==> src/rtl/proc_loader_pkg.sv <==
// rtl/proc_loader_pkg.sv - shared state encodings and memory request constants for the UART loader
package proc_loader_pkg;

  typedef enum logic [2:0] {
    LEN0,
    LEN1,
    WORD,
    WRITE,
    DONE
  } loader_state_e;

  typedef enum logic [1:0] {
    RX_IDLE,
    RX_START,
    RX_DATA,
    RX_STOP
  } rx_state_e;

  localparam logic MEMREQ_WRITE = 1'b1;

endpackage

==> src/rtl/uart_rx.sv <==
// rtl/uart_rx.sv - 8N1 UART receiver, LSB first, one-cycle byte_val per good frame
module uart_rx
  import proc_loader_pkg::*;
#(
  parameter int CLKS_PER_BIT = 868
) (
  input  logic       clk,
  input  logic       rst,
  input  logic       rx,
  output logic       byte_val,
  output logic [7:0] byte_data
);

  localparam int CW = $clog2(CLKS_PER_BIT);
  localparam logic [CW-1:0] FULL_LAST = CW'(CLKS_PER_BIT - 1);
  localparam logic [CW-1:0] HALF_LAST = CW'(CLKS_PER_BIT / 2 - 1);

  rx_state_e     state_q;
  logic          rx_meta_q, rx_sync_q, rx_prev_q;
  logic [CW-1:0] cnt_q;
  logic [2:0]    bit_q;
  logic [7:0]    shift_q;
  logic          byte_val_q;
  logic [7:0]    byte_data_q;

  always_ff @(posedge clk) begin
    if (rst) begin
      rx_meta_q   <= 1'b1;
      rx_sync_q   <= 1'b1;
      rx_prev_q   <= 1'b1;
      state_q     <= RX_IDLE;
      cnt_q       <= '0;
      bit_q       <= '0;
      shift_q     <= '0;
      byte_val_q  <= 1'b0;
      byte_data_q <= '0;
    end else begin
      rx_meta_q  <= rx;
      rx_sync_q  <= rx_meta_q;
      rx_prev_q  <= rx_sync_q;
      byte_val_q <= 1'b0;
      case (state_q)
        RX_IDLE: begin
          cnt_q <= '0;
          if (rx_prev_q && !rx_sync_q) state_q <= RX_START;
        end
        // Half-bit wait puts every later sample near the middle of its bit.
        RX_START: begin
          if (cnt_q == HALF_LAST) begin
            cnt_q <= '0;
            bit_q <= '0;
            state_q <= rx_sync_q ? RX_IDLE : RX_DATA;
          end else begin
            cnt_q <= cnt_q + 1'b1;
          end
        end
        RX_DATA: begin
          if (cnt_q == FULL_LAST) begin
            cnt_q   <= '0;
            shift_q <= {rx_sync_q, shift_q[7:1]};
            bit_q   <= bit_q + 3'd1;
            if (bit_q == 3'd7) state_q <= RX_STOP;
          end else begin
            cnt_q <= cnt_q + 1'b1;
          end
        end
        RX_STOP: begin
          if (cnt_q == FULL_LAST) begin
            cnt_q   <= '0;
            state_q <= RX_IDLE;
            if (rx_sync_q) begin
              byte_val_q  <= 1'b1;
              byte_data_q <= shift_q;
            end
          end else begin
            cnt_q <= cnt_q + 1'b1;
          end
        end
        default: state_q <= RX_IDLE;
      endcase
    end
  end

  assign byte_val  = byte_val_q;
  assign byte_data = byte_data_q;

endmodule

==> src/rtl/proc_uart_loader.sv <==
// rtl/proc_uart_loader.sv - loads a UART-delivered word image into processor memory, holding the processor in reset until done
module proc_uart_loader
  import proc_loader_pkg::*;
#(
  parameter int          CLKS_PER_BIT = 868,
  parameter logic [31:0] BASE_ADDR    = 32'h00000000
) (
  input  logic        clk,
  input  logic        rst,
  input  logic        rx,
  output logic        ext_dmemreq_val,
  output logic        ext_dmemreq_type,
  output logic [31:0] ext_dmemreq_addr,
  output logic [31:0] ext_dmemreq_wdata,
  output logic        proc_rst,
  output logic        load_done
);

  logic       byte_val;
  logic [7:0] byte_data;

  uart_rx #(.CLKS_PER_BIT(CLKS_PER_BIT)) u_rx (
    .clk       (clk),
    .rst       (rst),
    .rx        (rx),
    .byte_val  (byte_val),
    .byte_data (byte_data)
  );

  loader_state_e state_q;
  logic [15:0]   count_q;
  logic [15:0]   idx_q;
  logic [1:0]    bsel_q;
  logic [31:0]   word_q;
  logic          val_q;
  logic [31:0]   addr_q;
  logic [31:0]   wdata_q;
  logic          proc_rst_q;
  logic          load_done_q;

  always_ff @(posedge clk) begin
    if (rst) begin
      state_q     <= LEN0;
      count_q     <= '0;
      idx_q       <= '0;
      bsel_q      <= '0;
      word_q      <= '0;
      val_q       <= 1'b0;
      addr_q      <= '0;
      wdata_q     <= '0;
      proc_rst_q  <= 1'b1;
      load_done_q <= 1'b0;
    end else begin
      val_q <= 1'b0;
      case (state_q)
        LEN0: begin
          if (byte_val) begin
            count_q[7:0] <= byte_data;
            state_q      <= LEN1;
          end
        end
        LEN1: begin
          if (byte_val) begin
            count_q[15:8] <= byte_data;
            idx_q         <= '0;
            bsel_q        <= '0;
            if ({byte_data, count_q[7:0]} == 16'd0) begin
              state_q     <= DONE;
              proc_rst_q  <= 1'b0;
              load_done_q <= 1'b1;
            end else begin
              state_q <= WORD;
            end
          end
        end
        // Little-endian bytes shift in from the top so byte 0 ends in [7:0].
        WORD: begin
          if (byte_val) begin
            word_q <= {byte_data, word_q[31:8]};
            if (bsel_q == 2'd3) begin
              val_q   <= 1'b1;
              addr_q  <= BASE_ADDR + {14'd0, idx_q, 2'b00};
              wdata_q <= {byte_data, word_q[31:8]};
              state_q <= WRITE;
            end else begin
              bsel_q <= bsel_q + 2'd1;
            end
          end
        end
        WRITE: begin
          idx_q  <= idx_q + 16'd1;
          bsel_q <= '0;
          if (idx_q + 16'd1 == count_q) begin
            state_q     <= DONE;
            proc_rst_q  <= 1'b0;
            load_done_q <= 1'b1;
          end else begin
            state_q <= WORD;
          end
        end
        DONE:    state_q <= DONE;
        default: state_q <= LEN0;
      endcase
    end
  end

  assign ext_dmemreq_val   = val_q;
  assign ext_dmemreq_type  = MEMREQ_WRITE;
  assign ext_dmemreq_addr  = addr_q;
  assign ext_dmemreq_wdata = wdata_q;
  assign proc_rst          = proc_rst_q;
  assign load_done         = load_done_q;

endmodule

==> config.mk <==
export PLATFORM = sky130hd
export DESIGN_NAME = proc_uart_loader
export DESIGN_NICKNAME = d
export VERILOG_FILES = /design/src/rtl/proc_loader_pkg.sv /design/src/rtl/uart_rx.sv /design/src/rtl/proc_uart_loader.sv
export SDC_FILE = /design/constraint.sdc
export NUM_CORES = 1
export LEC_CHECK = 0
export BUFFER_PORTS_ARGS = -buffer_cell sky130_fd_sc_hd__buf_2
export CAP_MARGIN = 10
export CORE_MARGIN = 4
export CORE_UTILIZATION = 30
export CTS_CLUSTER_SIZE = 10
export DETAILED_ROUTE_END_ITERATION = 8
export PLACE_DENSITY = 0.54
export SLEW_MARGIN = 10
export SYNTH_ARGS = -nofsm -noshare
export SYNTH_HDL_FRONTEND = slang
export SYNTH_SLANG_ARGS = --single-unit
==> constraint.sdc <==
create_clock -name clk -period 4 [get_ports clk]
set_input_delay 0.8 -clock clk [delete_from_list [all_inputs] [get_ports clk]]
set_output_delay 0.8 -clock clk [all_outputs]
set_load 0.005 [all_outputs]
==> reports/qor.txt <==
leftover overflow at the end of global routing: 0
later-pin clock latency in the skew report: 0.43 ns
effective utilization at floorplan: 0.304
Compound-Gate Fraction of Synth Area: 0.120
RD Place Congestion: 0.753
combinational family with the most area after synthesis: simple AND/OR/NAND/NOR gates
setup repair bufs after CTS: 0
final instance area: 7300 um^2
via count of the first global-routing pass: 4766
half-perimeter wire length after placement: 9740 um
slowest cell delay on critical path: 0.61 ns
Detailed Route Iter0 Violations: 256
relative slew slack: 0.349
Total Neg Setup Slack: 0 ns
kind of cell with the highest combined delay on the critical path: simple AND/OR/NAND/NOR gates
fraction of layout cells with a size suffix above 1: 0.132
largest net degree at the start of global routing: 65
capture point of the worst reg-to-reg path: ext_dmemreq_wdata[26]$_SDFFE_PP0P_
Die Y: 154 um
full die area: 23600 um^2
Post-Synth Simple-Gate Area: 0.264
Max Root-Sink Buffers: 2
Unique masters post-synth: 53
buffers and inverters on the worst path: 1
flop and latch count out of synthesis: 147
most instantiated flip-flop cell in the synthesis netlist: sky130_fd_sc_hd__dfxtp_1
setup slack on the worst flop-to-flop path: 1.49 ns
cts bufs inserted: 17
Yosys warning total: 0
power density of the placed cells: 425 nW/um^2
first-pass GRT wire length: 24900 um
IR Drop Worst-Case VDD: 0.241 mV
CTS tree: built
DRC violation count after routing: 0
Reg2Reg Depth: 6
crit-path cells: nor3b_1 -> and2_1 -> buf_4 -> nand2_2 -> nand2_1 -> a21oi_1
WS Path Type: flip-flop to flip-flop
total wire length: 14800 um
Worst Hold Path Cells: 1
placed inst area: 6710 um^2
Die W: 154 um
Clock Skew: 0.0218 ns
GR Util All Layers: 0.128
number of maximum-capacitance violations: 0
worst setup timing slack at the placement stage: 1.37 ns
first drt pass iteration count: 5
Setup crit start kind: flip-flop
H-Tree Level Count: 4
run status: completed
final number of setup-violating endpoints: 0
post-layout minimum cycle time: 2.51 ns
Arr. time, crit path: 2.79 ns
number of instances in the synthesized netlist: 780
kind of path behind the tightest hold check: flip-flop to flip-flop
maximum operating frequency: 398 MHz
number of port buffers: 53
post-synthesis mux area share: 0.0364
Post-CTS Hold Buffers: 0
fraction of registers with async set/reset: 0
adder-cell share of the synthesized area: 0.0118
number of nets in the layout: 809
CP Launch Point: state_q[1]$_SDFFE_PP0P_
Vias/cell: 4.68
PnR worst setup slack: 1.49 ns
fraction of the yosys area taken by sequential cells: 0.462
required time at the endpoint of the critical path: 4.27 ns
initial antenna violation count: 0
CTS clock-pin slew for the worst setup and hold paths: 0.06 ns
Ant. Diodes: 0
measured slew at the worst slew-check pin: 0.973 ns
final count of pins violating max slew: 0
xor/xnor cell area share of the yosys netlist: 0.0450
total count of hold-check failures in the final report: 0
root buffer cell: sky130_fd_sc_hd__clkbuf_16
final critical-path share of the clock period: 0.629
unrepaired setup endpoints after global routing: no
number of sinks driven by the clock tree: 147
WP depth: 6
sort of element at the end of the critical path: flip-flop
num ports: 71
Post-Synthesis Cell Area: 6370 um^2
average footprint of a synthesized cell: 8.16 um^2
Pleak: 2.67 nW
number of enable flip-flop cells after synthesis: 0
Filler Cells Inserted: 2229
capturing instance or port of the critical path: ext_dmemreq_wdata[26]$_SDFFE_PP0P_
Std-Cell Rows: 53
vias after detailed routing: 5096
placeable core area: 21000 um^2
number of gates resized after cts: 0
area grow syn2layout: 14.7%
Slowest cell on crit path: sky130_fd_sc_hd__nand2_2
Routed wire per std cell: 13.6 um
maximum fanout along the worst path: 49
Antenna Nets Post-Route: 0
reg2reg start: state_q[1]$_SDFFE_PP0P_
## flip-flops by register name, summed over array words and instances (netlist names), named ones only
register	flops
bsel_q	2
count_q	16
ext_dmemreq_addr	16
ext_dmemreq_val	1
ext_dmemreq_wdata	32
idx_q	16
load_done	1
proc_rst	1
state_q	3
u_rx.bit_q	3
u_rx.byte_data	8
u_rx.byte_val	1
u_rx.cnt_q	10
u_rx.rx_meta_q	1
u_rx.rx_prev_q	1
u_rx.rx_sync_q	1
u_rx.shift_q	8
u_rx.state_q	1
word_q	24
## routing by layer
layer	wire length [um]	up-vias	global-route usage
li1	-	2617	-
met1	7220	2381	0.178
met2	6820	91	0.196
met3	628	7	0.0284
met4	98	0	0.0433
met5	0	-	0
## cell usage in the layout (no fill, tap or decap), types with 3 or more instances in the layout
| cell | instances |
|---|---|
| sky130_fd_sc_hd__a21oi_1 | 108 |
| sky130_fd_sc_hd__a22oi_1 | 5 |
| sky130_fd_sc_hd__a311oi_1 | 3 |
| sky130_fd_sc_hd__a31oi_1 | 3 |
| sky130_fd_sc_hd__and3_1 | 3 |
| sky130_fd_sc_hd__buf_2 | 52 |
| sky130_fd_sc_hd__buf_4 | 4 |
| sky130_fd_sc_hd__bufinv_16 | 3 |
| sky130_fd_sc_hd__clkbuf_1 | 3 |
| sky130_fd_sc_hd__clkbuf_16 | 17 |
| sky130_fd_sc_hd__clkinv_2 | 5 |
| sky130_fd_sc_hd__conb_1 | 17 |
| sky130_fd_sc_hd__dfxtp_1 | 147 |
| sky130_fd_sc_hd__ha_1 | 6 |
| sky130_fd_sc_hd__inv_1 | 7 |
| sky130_fd_sc_hd__mux2i_1 | 22 |
| sky130_fd_sc_hd__nand2_1 | 202 |
| sky130_fd_sc_hd__nand2b_1 | 7 |
| sky130_fd_sc_hd__nand3_1 | 13 |
| sky130_fd_sc_hd__nand3b_1 | 4 |
| sky130_fd_sc_hd__nand4_1 | 4 |
| sky130_fd_sc_hd__nand4b_1 | 3 |
| sky130_fd_sc_hd__nor2_1 | 64 |
| sky130_fd_sc_hd__nor2b_1 | 4 |
| sky130_fd_sc_hd__nor3_1 | 7 |
| sky130_fd_sc_hd__nor3_2 | 3 |
| sky130_fd_sc_hd__nor4_1 | 11 |
| sky130_fd_sc_hd__nor4_4 | 3 |
| sky130_fd_sc_hd__o21ai_0 | 12 |
| sky130_fd_sc_hd__or2_2 | 3 |
| sky130_fd_sc_hd__xnor2_1 | 22 |
| sky130_fd_sc_hd__xor2_1 | 8 |
## how the worst min path moves through the flow
stage | from | to | slack, ns
3_3_place_gp | u_rx.rx_meta_q$_SDFF_PP1_ | u_rx.rx_sync_q$_SDFF_PP1_ | 0.40
4_1_cts | u_rx.rx_meta_q$_SDFF_PP1_ | u_rx.rx_sync_q$_SDFF_PP1_ | 0.41
5_1_grt | u_rx.rx_meta_q$_SDFF_PP1_ | u_rx.rx_sync_q$_SDFF_PP1_ | 0.42
6_report | u_rx.rx_meta_q$_SDFF_PP1_ | u_rx.rx_sync_q$_SDFF_PP1_ | 0.41
2_1_floorplan | u_rx.rx_meta_q$_SDFF_PP1_ | u_rx.rx_sync_q$_SDFF_PP1_ | 0.39
3_5_place_dp | u_rx.rx_meta_q$_SDFF_PP1_ | u_rx.rx_sync_q$_SDFF_PP1_ | 0.39
## stage by stage
| step | util | total power [mW] | hold WS [ns] | std cells |
|---|---|---|---|---|
| final | 0.349 | 3.10 | 0.407 | 1088 |
| after global routing | 0.349 | 3.22 | 0.416 | 1088 |
| after CTS | 0.349 | 3.15 | 0.408 | 1088 |
| after detailed placement | 0.320 | 1.53 | 0.394 | 1056 |
| after global placement | 0.320 | 1.53 | 0.396 | 1056 |
| after floorplan | - | 1.54 | 0.389 | 795 |
## area by class of cell
| type | count | area, um^2 | share of cell area |
|---|---|---|---|
| clock buffer | 22 | 464 | 0.0636 |
| clock inverter | 10 | 131 | 0.0180 |
| inverter | 7 | 26.3 | 0.00360 |
| multi-input combinational | 571 | 3100 | 0.425 |
| sequential | 147 | 2940 | 0.403 |
| tap | 275 | 344 | 0.0471 |
| timing repair buffer | 56 | 290 | 0.0397 |
## cells in the mapped netlist (3+ instances only)
cell / number / area, um^2
sky130_fd_sc_hd__a21oi_1: 108 / 541
sky130_fd_sc_hd__a22oi_1: 5 / 37.5
sky130_fd_sc_hd__a311oi_1: 3 / 26.3
sky130_fd_sc_hd__a31oi_1: 3 / 18.8
sky130_fd_sc_hd__and3_1: 4 / 25.0
sky130_fd_sc_hd__buf_2: 14 / 70.1
sky130_fd_sc_hd__buf_4: 19 / 143
sky130_fd_sc_hd__clkbuf_1: 36 / 135
sky130_fd_sc_hd__dfxtp_1: 147 / 2940
sky130_fd_sc_hd__ha_1: 6 / 75.1
sky130_fd_sc_hd__inv_1: 7 / 26.3
sky130_fd_sc_hd__mux2i_1: 22 / 220
sky130_fd_sc_hd__nand2_1: 203 / 762
sky130_fd_sc_hd__nand2b_1: 7 / 43.8
sky130_fd_sc_hd__nand3_1: 13 / 65.1
sky130_fd_sc_hd__nand3b_1: 4 / 30.0
sky130_fd_sc_hd__nand4_1: 4 / 25.0
sky130_fd_sc_hd__nand4b_1: 3 / 26.3
sky130_fd_sc_hd__nor2_1: 64 / 240
sky130_fd_sc_hd__nor2b_1: 4 / 25.0
sky130_fd_sc_hd__nor3_1: 7 / 35.0
sky130_fd_sc_hd__nor3_2: 3 / 30.0
sky130_fd_sc_hd__nor4_1: 11 / 68.8
sky130_fd_sc_hd__nor4_4: 3 / 63.8
sky130_fd_sc_hd__o21ai_0: 12 / 60.1
sky130_fd_sc_hd__or2_2: 3 / 18.8
sky130_fd_sc_hd__xnor2_1: 22 / 193
sky130_fd_sc_hd__xor2_1: 8 / 70.1
## power by group
group	switching (mW)	total, mW	internal, mW
registers	0.00148	1.47	1.47
logic	0.0272	0.0326	0.00542
clock network	0.595	1.60	1.01
total	0.623	3.10	2.48
## kinds of logic (layout without fill, tap and decap cells)
| group | count (synthesis) | count (layout) |
|---|---|---|
| AOI/OAI and AO/OA | 141 | 141 |
| xor gates and xnor gates | 31 | 31 |
| adders and majority gates | 6 | 6 |
| buffers and inverters | 77 | 95 |
| DFF | 147 | 147 |
| muxes | 23 | 23 |
| other | 2 | 17 |
| and+or+nand+nor | 353 | 353 |
No activity file was read; power rests on OpenSTA's default activity.
